**src/rtl/mul_share_arbiter.sv**
```systemverilog
// Round-robin front end that shares one pipelined 32x32 unsigned multiplier among N_REQ
// requesters, with a tag pipeline steering each product back to its issuer.
module mul_share_arbiter #(
    parameter int unsigned N_REQ   = 4,
    parameter int unsigned MUL_LAT = 6,
    parameter int unsigned IDW     = 2
) (
    input  logic                 clk_i,
    input  logic                 rst_i,
    input  logic                 hold_i,
    input  logic [N_REQ-1:0]     req_valid_i,
    input  logic [N_REQ*32-1:0]  req_a_i,
    input  logic [N_REQ*32-1:0]  req_b_i,
    output logic [N_REQ-1:0]     req_ready_o,
    output logic [31:0]          mul_a_o,
    output logic [31:0]          mul_b_o,
    input  logic [63:0]          mul_result_i,
    output logic [N_REQ-1:0]     rsp_valid_o,
    output logic [63:0]          rsp_data_o,
    output logic [IDW-1:0]       rsp_id_o,
    output logic [3:0]           inflight_o,
    output logic                 idle_o
);

    localparam logic [IDW:0]   NReqW  = (IDW+1)'(N_REQ);
    localparam logic [IDW-1:0] LastId = IDW'(N_REQ - 1);

    logic [31:0]        a_arr [N_REQ];
    logic [31:0]        b_arr [N_REQ];
    logic [IDW-1:0]     ptr_q, ptr_d;
    logic [IDW:0]       idx;
    logic               gnt_vld;
    logic [IDW-1:0]     gnt_id;
    logic               hs;
    logic [MUL_LAT-1:0] tag_vld_q;
    logic [IDW-1:0]     tag_id_q [MUL_LAT];
    logic [N_REQ-1:0]   rsp_valid_q, rsp_valid_d;
    logic [63:0]        rsp_data_q, rsp_data_d;
    logic [IDW-1:0]     rsp_id_q, rsp_id_d;
    logic [3:0]         inflight_q, inflight_d;

    for (genvar g = 0; g < N_REQ; g++) begin : g_unpack
        assign a_arr[g] = req_a_i[32*g +: 32];
        assign b_arr[g] = req_b_i[32*g +: 32];
    end

    // Rotating priority search starting at ptr_q, wrapping past N_REQ-1.
    always_comb begin
        gnt_vld = 1'b0;
        gnt_id  = '0;
        idx     = '0;
        for (int unsigned k = 0; k < N_REQ; k++) begin
            idx = {1'b0, ptr_q} + (IDW+1)'(k);
            if (idx >= NReqW) begin
                idx = idx - NReqW;
            end
            if (!gnt_vld && req_valid_i[idx[IDW-1:0]]) begin
                gnt_vld = 1'b1;
                gnt_id  = idx[IDW-1:0];
            end
        end
    end

    assign hs = gnt_vld & ~hold_i & ~rst_i;

    always_comb begin
        req_ready_o         = '0;
        req_ready_o[gnt_id] = hs;
        mul_a_o             = hs ? a_arr[gnt_id] : 32'd0;
        mul_b_o             = hs ? b_arr[gnt_id] : 32'd0;
        ptr_d               = ptr_q;
        if (hs) begin
            ptr_d = (gnt_id == LastId) ? '0 : gnt_id + 1'b1;
        end
    end

    // The multiplier cannot stall, so the last tag stage alone decides the response.
    always_comb begin
        rsp_valid_d = '0;
        rsp_data_d  = rsp_data_q;
        rsp_id_d    = rsp_id_q;
        if (tag_vld_q[MUL_LAT-1]) begin
            rsp_valid_d[tag_id_q[MUL_LAT-1]] = 1'b1;
            rsp_data_d                       = mul_result_i;
            rsp_id_d                         = tag_id_q[MUL_LAT-1];
        end
        inflight_d = inflight_q + 4'(hs) - 4'(|rsp_valid_q);
    end

    always_ff @(posedge clk_i) begin
        if (rst_i) begin
            ptr_q       <= '0;
            tag_vld_q   <= '0;
            for (int i = 0; i < MUL_LAT; i++) begin
                tag_id_q[i] <= '0;
            end
            rsp_valid_q <= '0;
            rsp_data_q  <= '0;
            rsp_id_q    <= '0;
            inflight_q  <= '0;
        end else begin
            ptr_q        <= ptr_d;
            tag_vld_q[0] <= hs;
            tag_id_q[0]  <= gnt_id;
            for (int i = 1; i < MUL_LAT; i++) begin
                tag_vld_q[i] <= tag_vld_q[i-1];
                tag_id_q[i]  <= tag_id_q[i-1];
            end
            rsp_valid_q <= rsp_valid_d;
            rsp_data_q  <= rsp_data_d;
            rsp_id_q    <= rsp_id_d;
            inflight_q  <= inflight_d;
        end
    end

    assign rsp_valid_o = rsp_valid_q;
    assign rsp_data_o  = rsp_data_q;
    assign rsp_id_o    = rsp_id_q;
    assign inflight_o  = inflight_q;
    assign idle_o      = (inflight_q == 4'd0) && !hs;

endmodule

```
**config.mk**
```make
export PLATFORM = sky130hd
export DESIGN_NAME = mul_share_arbiter
export DESIGN_NICKNAME = d
export VERILOG_FILES = /design/src/rtl/mul_share_arbiter.sv
export SDC_FILE = /design/constraint.sdc
export NUM_CORES = 1
export LEC_CHECK = 0
export ABC_AREA = 1
export ABC_CLOCK_PERIOD_IN_PS = 2300
export CELL_PAD_IN_SITES_DETAIL_PLACEMENT = 2
export CELL_PAD_IN_SITES_GLOBAL_PLACEMENT = 2
export CORE_ASPECT_RATIO = 2
export CORE_MARGIN = 3
export CORE_UTILIZATION = 14
export CTS_CLUSTER_DIAMETER = 40
export CTS_CLUSTER_SIZE = 40
export DETAILED_ROUTE_END_ITERATION = 10
export GPL_TIMING_DRIVEN = 0
export PLACE_DENSITY = 0.75
export RECOVER_POWER = 100
export SLEW_MARGIN = 0
export SYNTH_ARGS = -nofsm -noshare
export SYNTH_HDL_FRONTEND = slang
export SYNTH_SLANG_ARGS = --single-unit
```
**constraint.sdc**
```tcl
create_clock -name clk_i -period 2.3 [get_ports clk_i]
set_input_delay 0.23 -clock clk_i [delete_from_list [all_inputs] [get_ports clk_i]]
set_output_delay 0.23 -clock clk_i [all_outputs]
set_load 0.05 [all_outputs]
```
==> run summary <==
Max FO, Critical Path: 8
row cnt: 110
most used cell, CP: nand2_4
antenna violations before repair: 6
Routed Antenna Nets: 0
Setup CP Type: register to primary output
Skew-Pair Late Insertion Delay: 0.36 ns
core area: 45280 µm²
worst-path cell chain: buf_12, nand2_4, nand2_4, nand2_4, nand2_4, nor2_4, nand3_4, nand3_4, clkbuf_16, buf_16, nand2_1, nand3_1, nand2_1, nor2_2, buf_6
Root Driver: clkbuf_16
gr busiest metal: met2
register area share after synthesis: 0.2926
first-pass GRT wire length: 62.89 mm
Total Power: 13030 µW
startpoint types: register
layout cells sized above 1: 0.2052
GRT Total Usage: 0.1706
FF-to-FF setup slack: -0.20 ns
IO Port Bufs: 469
number of fill cells: 5308
overflow left after global routing: 0
violated checks: negative setup slack
WL final: 44.02 mm
clock transition at the registers of the reported paths: 0.06 ns
Hold Violations, Final: 0
GPL Wtd Cong: 0.8550
RSZ-0062 raised after global routing: yes
Wirelength per Cell: 19.71 µm
Initial Util: 0.1421
setup TNS: -22.06 ns
via count: 9391
worst hold path type: register to register
CTS Buffer Depth: 2
crit-path max cell delay: 0.37 ns
Worst Reg-to-Reg Cells: 14
Sink Count: 94
# IOs: 470
Final WS setup: -0.3544 ns
critical path data arrival time: 2.42 ns
largest net degree at the start of global routing: 16
Worst Setup EP: mul_b_o[24]
DRC: 0
reg2reg start: ptr_q[0]$_SDFFE_PP0P_
Lkg Pwr: 0.006254 µW
fin. max-slew vios: 0
most frequent cells in the layout: clkdlybuf4s50_1 (332), nor2_1 (249), nand2_1 (245)
Peak Freq: 0.3767 GHz
Die Ht: 309.1 µm
Yosys cell types: 25
Yosys reg bits: 94
Chip Width: 157.6 µm
status: finished with violations
P&R area growth vs syn: 110.6%
Synth Warn #: 0
met1 Use GR: 0.1565
Mean Syn Cell Area: 5.545 µm²
Setup crit end kind: primary output
Die Footprint: 48710 µm²
Setup Viol. Count Final: 72
met3 global-route usage: 0.05068
slowest CP cell: dfxtp_4
CTS Buf Count: 9
dpl hpwl: 35.99 mm
post-route clock period utilization: 1.154
vias per cell: 4.206
total of max-cap violations: 0
worst slew pin tran: 0.6716 ns
Power per Cell Area: 961.6 nW/µm²
most common cell after layout, fill and taps aside: clkdlybuf4s50_1
Nets: 1998
fin crit period: 2.654 ns
cells after synthesis: 1160
Required @ worst endpoint: 2.07 ns
grt met2 use: 0.3500
worst-case vdd ir drop: 0.4448 mV
Syn Nets: 1496
Multi-input gate area: 4328 µm²
vias in the first global route: 10612
Cell Area, Synth: 6432 µm²
DRT iter0 DRCs: 273
Worst slew margin: 0.5509
Worst Skew: 0.005572 ns
first element of the critical path: ptr_q[0]$_SDFFE_PP0P_
sequential cell area: 1889 µm²
H-tree Lvls: 3
DRT Pass-1 Iters: 4
r2r endpoint: inflight_o[1]$_SDFF_PP0_
CTS tree: yes
## synth_stat cells
master / count / area (µm²)
inv_2: 4 / 15.01
inv_1: 102 / 382.9
ha_1: 8 / 100.1
nand3_1: 137 / 685.7
xnor2_1: 1 / 8.760
nand3_2: 3 / 30.03
nand4_1: 2 / 12.51
buf_2: 27 / 135.1
or4_1: 1 / 7.510
o21ai_0: 68 / 340.3
buf_4: 17 / 127.6
nor2_2: 2 / 12.51
buf_6: 6 / 67.56
dfxtp_1: 94 / 1882
nor2_1: 350 / 1314
nor3_1: 4 / 20.02
xor2_1: 1 / 8.760
a21oi_1: 5 / 25.02
nand2_1: 295 / 1107
clkbuf_1: 27 / 101.4
and2_1: 1 / 6.260
buf_1: 2 / 7.510
a21o_1: 1 / 7.510
a211oi_1: 1 / 7.510
fa_1: 1 / 20.02
## final cells by class
class,count,share of cell area
antenna,6,0.001108
buffer,77,0.05810
clock buffer,11,0.01792
clock inverter,5,0.002586
inverter,106,0.03030
multi-input combinational,881,0.3195
sequential,94,0.1395
tap,560,0.05173
timing repair buffer,493,0.3793
## worst min path at each step
stage | from | endpoint | depth (start not counted)
2_1_floorplan | rst_i | ptr_q[1]$_SDFFE_PP0P_ | 1
3_3_place_gp | tag_vld_q[0]$_SDFF_PP0_ | tag_vld_q[1]$_SDFF_PP0_ | 2
3_5_place_dp | tag_vld_q[4]$_SDFF_PP0_ | tag_vld_q[5]$_SDFF_PP0_ | 2
4_1_cts | tag_id_q[0][8]$_SDFF_PP0_ | tag_id_q[0][10]$_SDFF_PP0_ | 2
5_1_grt | tag_id_q[0][1]$_SDFF_PP0_ | tag_id_q[0][3]$_SDFF_PP0_ | 2
6_report | tag_id_q[0][8]$_SDFF_PP0_ | tag_id_q[0][10]$_SDFF_PP0_ | 2
## flip-flops by register name (all words and copies together) (netlist names)
name         count
rsp_id_o         2
ptr_q            2
tag_id_q        12
rsp_valid_o      4
inflight_o       4
rsp_data_o      64
tag_vld_q        6
## worst max-delay path: cells and delay by family, from the launching register on
kind | cells | cell delay [ns]
flops | 1 | 0.37
simple gates | 11 | 0.99
buf+inv | 4 | 0.69
## per-stage QoR
step | instance area (µm²) | utilization | setup WS, ns | instances | hold WS [ns]
2_1_floorplan | 6605 | - | -0.002375 | 1160 | 0.3085
6_report | 13550 | 0.2991 | -0.3544 | 2233 | 0.4102
3_5_place_dp | 12000 | 0.2650 | -1.483 | 2189 | 0.4017
3_3_place_gp | 12000 | 0.2650 | -1.410 | 2189 | 0.3905
5_1_grt | 13540 | 0.2990 | -0.5110 | 2231 | 0.4306
4_1_cts | 13040 | 0.2880 | -0.4494 | 2222 | 0.4132
## timing repair
| action | CTS | global route |
|---|---|---|
| setup buffers | 12 | 5 |
| pin swaps | 18 | 32 |
| gates resized for setup | 618 | 123 |
| hold buffers | 0 | 0 |
| cloned | 6 | 3 |
| endpoints found under the setup margin | 74 | 74 |
## cell families (layout without fill, tap and decap cells)
kind of cell | count (synthesis) | in the layout | share of synthesized area
buf+inv | 185 | 692 | 0.1301
xor+xnor | 2 | 2 | 0.002724
compound gates | 75 | 75 | 0.05913
flops | 94 | 94 | 0.2925
simple gates | 795 | 795 | 0.4968
other cells | 0 | 6 | 0
fa+ha+maj | 9 | 9 | 0.01867
## routing by layer
layer	wire (µm)	part of all wire
met3	3494	0.079
met2	24850	0.56
met4	944	0.021
met5	26	0.00059
met1	14700	0.33
## power by group
group,switching [µW],internal [µW],total [µW],leakage [µW]
logic,5760,4090,9850,0.00536
registers,41.2,1690,1730,0.000761
clock network,681,764,1440,0.000136
No activity file was read; power rests on OpenSTA's default activity.
